===== src/rtl/pulse_stretcher.sv =====
// pulse_stretcher: turns a one-cycle trigger pulse into a level held high for
// a programmable number of cycles, followed by an optional hold-off gap.
//
// Ports:
//   clk        system clock, all state updates on the rising edge
//   rst        synchronous active-low reset
//   trig       trigger, sampled every rising edge
//   len        level length in cycles, sampled when a trigger is accepted
//   retrig_en  1: a trigger while the level is high reloads the counter
//   level      stretched output (registered)
//   busy       high while the level is high or during hold-off
//   done       one-cycle pulse in the first cycle after the level falls
//   missed     one-cycle pulse in the cycle after an ignored trigger
module pulse_stretcher #(
    parameter int unsigned WIDTH = 8,
    parameter int unsigned GAP   = 2
) (
    input  logic             clk,
    input  logic             rst,
    input  logic             trig,
    input  logic [WIDTH-1:0] len,
    input  logic             retrig_en,
    output logic             level,
    output logic             busy,
    output logic             done,
    output logic             missed
);

    // Gap counter holds at most GAP-1; keep it at least one bit wide.
    localparam int unsigned GAP_W = (GAP > 2) ? $clog2(GAP) : 1;

    typedef enum logic [1:0] {
        S_IDLE    = 2'd0,
        S_ACTIVE  = 2'd1,
        S_HOLDOFF = 2'd2
    } state_t;

    state_t           state;
    logic [WIDTH-1:0] cnt;
    logic [GAP_W-1:0] gap_cnt;

    logic len_nz;
    assign len_nz = (len != '0);

    // Single sequential FSM; all outputs are registered alongside the state.
    always_ff @(posedge clk) begin
        if (!rst) begin
            state   <= S_IDLE;
            cnt     <= '0;
            gap_cnt <= '0;
            level   <= 1'b0;
            busy    <= 1'b0;
            done    <= 1'b0;
            missed  <= 1'b0;
        end else begin
            // Event pulses last exactly one cycle unless re-asserted below.
            done   <= 1'b0;
            missed <= 1'b0;

            case (state)
                S_IDLE: begin
                    if (trig) begin
                        if (len_nz) begin
                            cnt   <= len - WIDTH'(1);
                            state <= S_ACTIVE;
                            level <= 1'b1;
                            busy  <= 1'b1;
                        end else begin
                            missed <= 1'b1;
                        end
                    end
                end

                S_ACTIVE: begin
                    if (trig && retrig_en && len_nz) begin
                        // Reload wins over a coincident end of count.
                        cnt <= len - WIDTH'(1);
                    end else begin
                        if (trig) begin
                            missed <= 1'b1;
                        end
                        if (cnt == '0) begin
                            level <= 1'b0;
                            done  <= 1'b1;
                            if (GAP != 0) begin
                                state   <= S_HOLDOFF;
                                gap_cnt <= GAP_W'(GAP - 32'd1);
                            end else begin
                                state <= S_IDLE;
                                busy  <= 1'b0;
                            end
                        end else begin
                            cnt <= cnt - WIDTH'(1);
                        end
                    end
                end

                S_HOLDOFF: begin
                    if (trig) begin
                        missed <= 1'b1;
                    end
                    if (gap_cnt == '0) begin
                        state <= S_IDLE;
                        busy  <= 1'b0;
                    end else begin
                        gap_cnt <= gap_cnt - GAP_W'(1);
                    end
                end

                default: begin
                    // Unused encoding: recover to a clean idle.
                    state   <= S_IDLE;
                    cnt     <= '0;
                    gap_cnt <= '0;
                    level   <= 1'b0;
                    busy    <= 1'b0;
                end
            endcase
        end
    end

endmodule


===== config.mk =====
export PLATFORM = sky130hd
export DESIGN_NAME = pulse_stretcher
export DESIGN_NICKNAME = d
export VERILOG_FILES = /design/src/rtl/pulse_stretcher.sv
export SDC_FILE = /design/constraint.sdc
export NUM_CORES = 1
export LEC_CHECK = 0
export ABC_AREA = 1
export BUFFER_PORTS_ARGS = -buffer_cell sky130_fd_sc_hd__buf_2
export CAP_MARGIN = 20
export CORE_MARGIN = 4
export CORE_UTILIZATION = 56
export CTS_CLUSTER_DIAMETER = 40
export DETAILED_ROUTE_END_ITERATION = 8
export PLACE_DENSITY = 0.82
export SKIP_CTS_REPAIR_TIMING = 1
export SYNTH_ARGS = -nofsm -noshare
export SYNTH_HDL_FRONTEND = slang
export SYNTH_SLANG_ARGS = --single-unit
export TNS_END_PERCENT = 100

===== constraint.sdc =====
create_clock -name clk -period 1.59 [get_ports clk]
set_clock_uncertainty 0.05 [all_clocks]
set_input_delay 0.0795 -clock clk [delete_from_list [all_inputs] [get_ports clk]]
set_output_delay 0.0795 -clock clk [all_outputs]
set_load 0.005 [all_outputs]

; Yosys cells after proc, flatten, opt, wreduce, memory -nomap -nowiden
; Index checks and enable logic that the tools add are counted.
; Widths: inputs -> output; s select.
[word_totals]
elab_cells = 61
out_inout_bits = 4
reg_bits = 15
[op_classes]
n_reduce_logical = 11
muxes = 28
n_addsub = 3
n_bitwise = 4
n_eq_ne = 8
[ops]
columns = cell, count
row1 = $mux 8, 4
row2 = $pmux 8 s3, 1
row3 = $sub 8x1->8 const B, 2
row4 = $mux 1, 13
row5 = $pmux 1 s3, 4
row6 = $mux 2, 5
row7 = $ne 2x2->1 const B, 5
row8 = $reduce_and 5->1, 2
row9 = $logic_not 8->1, 1
row10 = $reduce_and 4->1, 2
row11 = $reduce_bool 8->1, 1
row12 = $pmux 2 s3, 1
row13 = $not 1->1, 4
row14 = $ne 3x3->1 const B, 1
row15 = $reduce_and 3->1, 1
row16 = $reduce_or 3->1, 1
row17 = $eq 2x1->1 const B, 1
row18 = $eq 2x2->1 const B, 1
row19 = $logic_and 1x1->1, 2
row20 = $logic_not 2->1, 1
row21 = $sub 1x1->1 const B, 1

; Longest topological paths before layout
; Gate-level depths: netlist (run 1).
[logic_depth]
ltp_word = 4
depth_mapped = 11

; Worst setup path after synthesis (run 1)
; OpenSTA, ideal clock, no wires.
[synth_timing]
kind = register -> register
from = register cnt[0]
to = register cnt[5]
arrival_ns = 1.153
setup_time_ns = 0.115
setup_slack_ns = 0.273
stages_incl_launch_ff = 10
path_buffers = 0
required_ns = 1.425
cell_sequence = dfxtp_1 inv_1 ha_1 nand2_1 nor2_2 nand3_4 nand2_8 inv_4 o21ai_1 nor2_1
[synth_via]
elab_chain_len = 4
elab_cells_between_ends = 7
classes_between = 1 x add/sub / 1 x eq/ne / 3 x mux / 2 x reduce/logical
[synth_lines]
columns = element, line
row1 = "start, declared", 39  ; logic [WIDTH-1:0] cnt;
row2 = "start signal, assigned", 64  ; cnt <= len - WIDTH'(1);
row3 = "start signal, assigned", 77  ; cnt <= len - WIDTH'(1);
row4 = "start signal, assigned", 93  ; cnt <= cnt - WIDTH'(1);
row5 = $sub 8x1->8, 93
row6 = $mux 8, 82  ; if (cnt == '0) begin
row7 = $mux 8, 75  ; if (trig && retrig_en && len_nz) begin
row8 = $pmux 8 s3, 60  ; case (state)
; Several ways; a longest one is shown, not always the timed one. The select of a mux whose other input is x is not followed.
; A chain may end at the register's enable or synchronous reset.

; Worst setup path after layout (run 1)
[layout_timing]
from = register cnt[0]
to = register gap_cnt
[layout_via]
elab_chain_len = 3
[layout_lines]
columns = element, line
row1 = $logic_not 8->1, 82
row2 = $ne 2x2->1 (no line), --
row3 = $reduce_and 3->1 (no line), --
row4 = "end signal, assigned", 87  ; gap_cnt <= GAP_W'(GAP - 32'd1);
row5 = "end signal, assigned", 106  ; gap_cnt <= gap_cnt - GAP_W'(1);
row6 = "end, declared", 40  ; logic [GAP_W-1:0] gap_cnt;
; Every way passes these cells.

==> flow_summary_export.csv, run 1 <==
group,metric,value,unit
synthesis,yosysSeqAreaShare,0.257,
synthesis,synth_top_area_share,0.257,
min_path,hp-class,"in2reg",
layout,seqCellArea,300,sq um
cts,insertion_delay,0.29,ns
pwr,ir_drop,551,uV
setup_path,r2r_setup_slack,0.09,ns
layout,final_common_cell,"nand2_1",
cts,cts_tree,"built",
floorplanning,initial_core_util,0.590,
floorplanning,die_w,53.7,um
grt,grt_pass1_wl,4.71,mm
grt,antenna_found_initial,0,
setup_path,start_kind,"flip-flop",
layout,final_nets,219,
layout,stdcell_count,230,
setup_path,r2r_cells,6,
timing,min_period,1.50,ns
min_path,min-delay-start,"rst",
grt,grt_pass1_vias,1132,
pwr,p_leak,0.000668,uW
layout,drive_gt1_frac,0.266,
place,dp.cells,226,
layout,fill_cells,181,
setup_path,reg2reg_to,"gap_cnt",
layout,fin_area,1350,sq um
synthesis,yosys.area.top_type,"dfxtp_1",
synthesis,synth-edff-count,0,
drt,vias,1198,
setup_path,required,1.73,ns
drt,detail_route.wl_per_cell,11.9,um
timing,fmax,668,MHz
timing,setup_violations,0,
setup_path,worstPathArrival,1.63,ns
layout,fin_util,0.680,
synthesis,synth_area_leaders,"dfxtp_1 (26%), nand2_1 (17%), nand3_1 (6.8%), nor2_1 (6.7%), inv_1 (5.5%)",
setup_path,r2r_start,"cnt[0]",
setup_path,end_kind,"flip-flop",
synthesis,synth_top_flop_cell,"dfxtp_1",
layout,antenna_cells,0,
setup_path,crit_end,"gap_cnt",
setup_path,worstSetupPathType,"reg2reg",
drt,drt_first_pass_iters,4,
drt,routed-wl-met3,108,um
synthesis,syn_area,1170,sq um
drt,wl_met1,1.19,mm
floorplanning,num_io_pins,16,
timing,slew_viol_final,0,
pwr,pwr_density_cell,933,nW/um^2
timing,rsz0062_at_grt,"false",
timing,maxSlewHeadroom,0.740,
place,gp_congestion,0.975,
synthesis,yosys_warnings,0,
floorplanning,rows,16,
status,status,"finished, final reports clean",
setup_path,cp-startpoint,"cnt[0]",
cts,cts.sinks,15,
layout,area_delta_synth_final,15.2,%
synthesis,syn_avg_cell_area,6.54,sq um
timing,worst_slew_pin_slew,0.388,ns
timing,tns,0,ns
cts,numCtsBuffers,3,
cts,clk_pin_slew,0.10,ns
synthesis,synth-async-reset-ratio,0,
grt,grt_max_degree,11,
floorplanning,core_area,1980,sq um
place,place_area,1320,sq um
grt,grt_overflow,0,
drt,drcViolationCount,0,
drt,drtAntennaViolNets,0,
cts,htreeDepth,1,
drt,viasPerCell,5.21,
floorplanning,die_h,53.7,um
timing,hold_viol_final,0,
synthesis,yosysUniqueCellTypes,28,
timing,finalCritPeriodShare,0.941,
drt,dr.max_layer_used,"met4",
layout,multiInputGateArea,773,sq um
synthesis,synthCells,179,
layout,final_cell_mix,"nand2_1 (54), nor2_1 (21), inv_1 (17)",
drt,route.met2.wl,1.41,mm
drt,drt_iter0_markers,41,
setup_path,cp_max_fo,3,
place,io_buffers,15,
place,hpwl,2.29,mm
synthesis,synth_seq_cells,15,
cts,clk_path_buf_depth,2,
drt,routed_wl,2.75,mm
flow_run,drv_cap,0,
grt,grt_use_total,0.223,
cts,clockRootBuffer,"clkbuf_4",
synthesis,syn_nets,194,
floorplanning,design.die.area,2880,sq um
per-layer routing:
layer,track usage,vias to the layer above
met5,0,-
met4,0.0851,0
met3,0.0249,8
met2,0.403,28
met1,0.266,545
li1,-,617
cell type report:
type,instances,area share
timing repair buffer,21,0.0891
clock buffer,3,0.0167
inverter,24,0.0687
tap,27,0.0251
clock inverter,1,0.00371
multi-input combinational,139,0.574
sequential,15,0.223
synthesized netlist by cell type, types with 4 or more instances:
cell type / number
xor2_1: 4
o21ai_0: 6
a21oi_2: 5
inv_1: 17
nor2_1: 21
dfxtp_1: 15
a21oi_1: 5
nand3_1: 16
inv_2: 6
nand2_1: 54
worst max-delay path, cell delays in order (launching register included):
cell	delay (ns)
dfxtp_1	0.34
inv_1	0.11
ha_1	0.17
nand2_1	0.07
o21ai_0	0.30
nand3_1	0.13
a31o_2	0.21
report_power, final:
group / switching (uW) / internal, uW
combinational: 352 / 215
sequential: 36.2 / 425
clock: 136 / 93.4
total: 524 / 734
through the flow:
| step | hold slack (ns) | total power (uW) | worst slack, ns |
|---|---|---|---|
| 6_report | 0.0197 | 1260 | 0.0939 |
| 5_1_grt | 0.0174 | 1360 | 0.0188 |
| 4_1_cts | 0.0115 | 1260 | 0.113 |
| 3_5_place_dp | 0.320 | 1030 | -0.0353 |
| 3_3_place_gp | 0.297 | 1020 | 0.0145 |
| 2_1_floorplan | 0.158 | 871 | 0.273 |
state kept, by name (all words and copies together), names as in the netlist:
register / cells
busy: 1
cnt: 8
done: 1
gap_cnt: 1
level: 1
missed: 1
state: 2
cells by family after synthesis:
| family | count (synthesis) | share of synthesized area |
|---|---|---|
| simple gates | 107 | 0.446 |
| buf+inv | 25 | 0.0824 |
| compound gates | 24 | 0.145 |
| flops | 15 | 0.257 |
| xor+xnor | 5 | 0.0374 |
| fa+ha+maj | 3 | 0.0321 |
how the worst min path moves through the flow:
stage / depth (start not counted) / endpoint / slack (ns)
CTS: 3 / missed / 0.01
global route: 3 / missed / 0.02
floorplan: 2 / state[0] / 0.16
global placement: 3 / missed / 0.30
finish: 3 / state[0] / 0.02
detailed placement: 3 / state[0] / 0.32
Note: power is estimated with default switching activity, not from simulation.
==> run 2: changes to the inputs <==
--- a/config.mk
+++ b/config.mk
@@ -9,10 +9,10 @@
 export BUFFER_PORTS_ARGS = -buffer_cell sky130_fd_sc_hd__buf_2
 export CAP_MARGIN = 20
 export CORE_MARGIN = 4
-export CORE_UTILIZATION = 56
+export CORE_UTILIZATION = 55
 export CTS_CLUSTER_DIAMETER = 40
 export DETAILED_ROUTE_END_ITERATION = 8
-export PLACE_DENSITY = 0.82
+export PLACE_DENSITY = 0.81
 export SKIP_CTS_REPAIR_TIMING = 1
 export SYNTH_ARGS = -nofsm -noshare
 export SYNTH_HDL_FRONTEND = slang
==> constraint.sdc (replaced) <==
create_clock -name clk -period 1.94 [get_ports clk]
set_clock_uncertainty 0.05 [all_clocks]
set_input_delay 0.097 -clock clk [delete_from_list [all_inputs] [get_ports clk]]
set_output_delay 0.097 -clock clk [all_outputs]
set_load 0.005 [all_outputs]
==> flow_summary_export.csv, run 2 (synthesis gave the netlist of run 1 again) <==
group,metric,value,unit
status,status,"finished, final reports clean",
layout,final_nets,213,
timing,min_period,1.56,ns
cts,numCtsBuffers,3,
pwr,p_leak,0.000637,uW
place,io_buffers,15,
layout,fin_util,0.657,
drt,viasPerCell,5.24,
setup_path,worstSetupPathType,"reg2reg",
cts,clk_path_buf_depth,2,
setup_path,r2r_cells,6,
grt,grtUsageMet1,0.250,
floorplanning,die_h,54.1,um
timing,finalCritPeriodShare,0.803,
timing,slew_viol_final,0,
drt,detail_route.wl_per_cell,12.2,um
grt,grt_pass1_vias,1184,
layout,reg_top3,"cnt (8), state (2)",
setup_path,worstPathArrival,1.71,ns
timing,worst_slew_pin_slew,0.467,ns
drt,drt_first_pass_iters,4,
setup_path,worst_path_max_delay_cell,"o21ai_0",
timing,rsz0062_at_grt,"false",
drt,drcViolationCount,0,
timing,hold_viol_final,0,
grt,grt_busiest_layer,"met2",
place,hpwl,2.21,mm
setup_path,reg2reg_to,"gap_cnt",
layout,top_register,"cnt",
setup_path,cp-startpoint,"cnt[0]",
layout,stdcell_count,224,
layout,largest_reg_flops,8,
layout,antenna_cells,0,
layout,final_cell_mix,"nand2_1 (54), nor2_1 (21), inv_1 (17)",
timing,tns,0,ns
drt,drtAntennaViolNets,0,
floorplanning,initial_core_util,0.590,
timing,setup_violations,0,
layout,area_delta_synth_final,11.3,%
grt,gr-usage-met2,0.426,
grt,grt_use_total,0.231,
timing,hold_slack,0.00355,ns
layout,drive_gt1_frac,0.244,
min_path,hp-class,"in2reg",
pwr,ir_drop,620,uV
flow_run,drv_cap,0,
drt,routed_wl,2.73,mm
cts,clk_pin_slew,0.10,ns
setup_path,r2r_setup_slack,0.38,ns
floorplanning,rows,16,
place,place_area,1270,sq um
setup_path,cp_max_fo,3,
grt,grt_max_degree,12,
cts,cts_tree,"built",
pwr,pwr_density_cell,764,nW/um^2
setup_path,start_kind,"flip-flop",
cts,cts.sinks,15,
cts,insertion_delay,0.30,ns
layout,fill_cells,196,
drt,vias,1173,
place,gp_congestion,0.885,
layout,final_common_cell,"nand2_1",
setup_path,crit_path_max_incr_delay,0.37,ns
timing,maxSlewHeadroom,0.688,
grt,use_met3,0.0554,
layout,fin_area,1300,sq um
grt,grt_pass1_wl,4.86,mm
floorplanning,design.die.area,2930,sq um
cts,htreeDepth,1,
cts,clockRootBuffer,"clkbuf_4",
grt,grt_overflow,0,
drt,drt_iter0_markers,28,
setup_path,crit_end,"gap_cnt",
setup_path,required,2.09,ns
floorplanning,core_area,1980,sq um
setup_path,r2r_start,"cnt[0]",
floorplanning,num_io_pins,16,
timing,fmax,642,MHz
setup_path,path_cells,"inv_1 > ha_1 > nand2_1 > o21ai_0 > nand3_1 > a31o_2",
floorplanning,die_w,54.1,um
setup_path,end_kind,"flip-flop",
place,dp.cells,220,
grt,antenna_found_initial,0,
-- run 2: cell types whose count changed in the layout (fill, tap and decap cells not counted) --
cell | previous run | this run
buf_4 | 6 | 0
-- run 2: critical path: cells and delay by family, from the launching register on --
kind | cells | cell delay (ns)
AOI/OAI and AO/OA | 2 | 0.60
buffers and inverters | 1 | 0.11
adders and majority gates | 1 | 0.16
and+or+nand+nor | 2 | 0.21
DFF | 1 | 0.33
-- run 2: layer usage --
metal	share of wire	routed length, um
met3	0.037	102
met5	0	0
met2	0.51	1380
met4	0.020	55
met1	0.44	1190
-- run 2: worst min-delay path by stage --
stage          start       end  slack (ns)  cells past startpoint
6_report        trig    missed       0.004                      3
5_1_grt         trig    missed       0.008                      3
4_1_cts         trig    missed     0.00003                      3
3_5_place_dp    trig    missed        0.32                      3
3_3_place_gp    trig    missed        0.32                      3
2_1_floorplan    rst  state[0]        0.18                      2
-- run 2: area by class of cell --
class / count / area, sq um / share of cell area
clock buffer: 3 / 22.5 / 0.0173
clock inverter: 1 / 5.00 / 0.00384
inverter: 24 / 92.6 / 0.0711
multi-input combinational: 139 / 773 / 0.594
sequential: 15 / 300 / 0.231
tap: 27 / 33.8 / 0.0259
timing repair buffer: 15 / 75.1 / 0.0576
-- run 2: stage by stage --
step                      worst slack (ns)  total power (uW)
after global routing                 0.284              1090
after detailed placement             0.317               814
final                                0.383               995
after global placement               0.343               804
after CTS                            0.394              1000
after floorplan                      0.618               714
-- run 2: where the power goes --
part / switching, uW / leakage, uW / total, uW / internal [uW]
registers: 38.1 / 0.000124 / 386 / 348
clock network: 107 / 0.0000177 / 184 / 76.9
logic: 269 / 0.000496 / 424 / 155
total: 415 / 0.000637 / 995 / 580
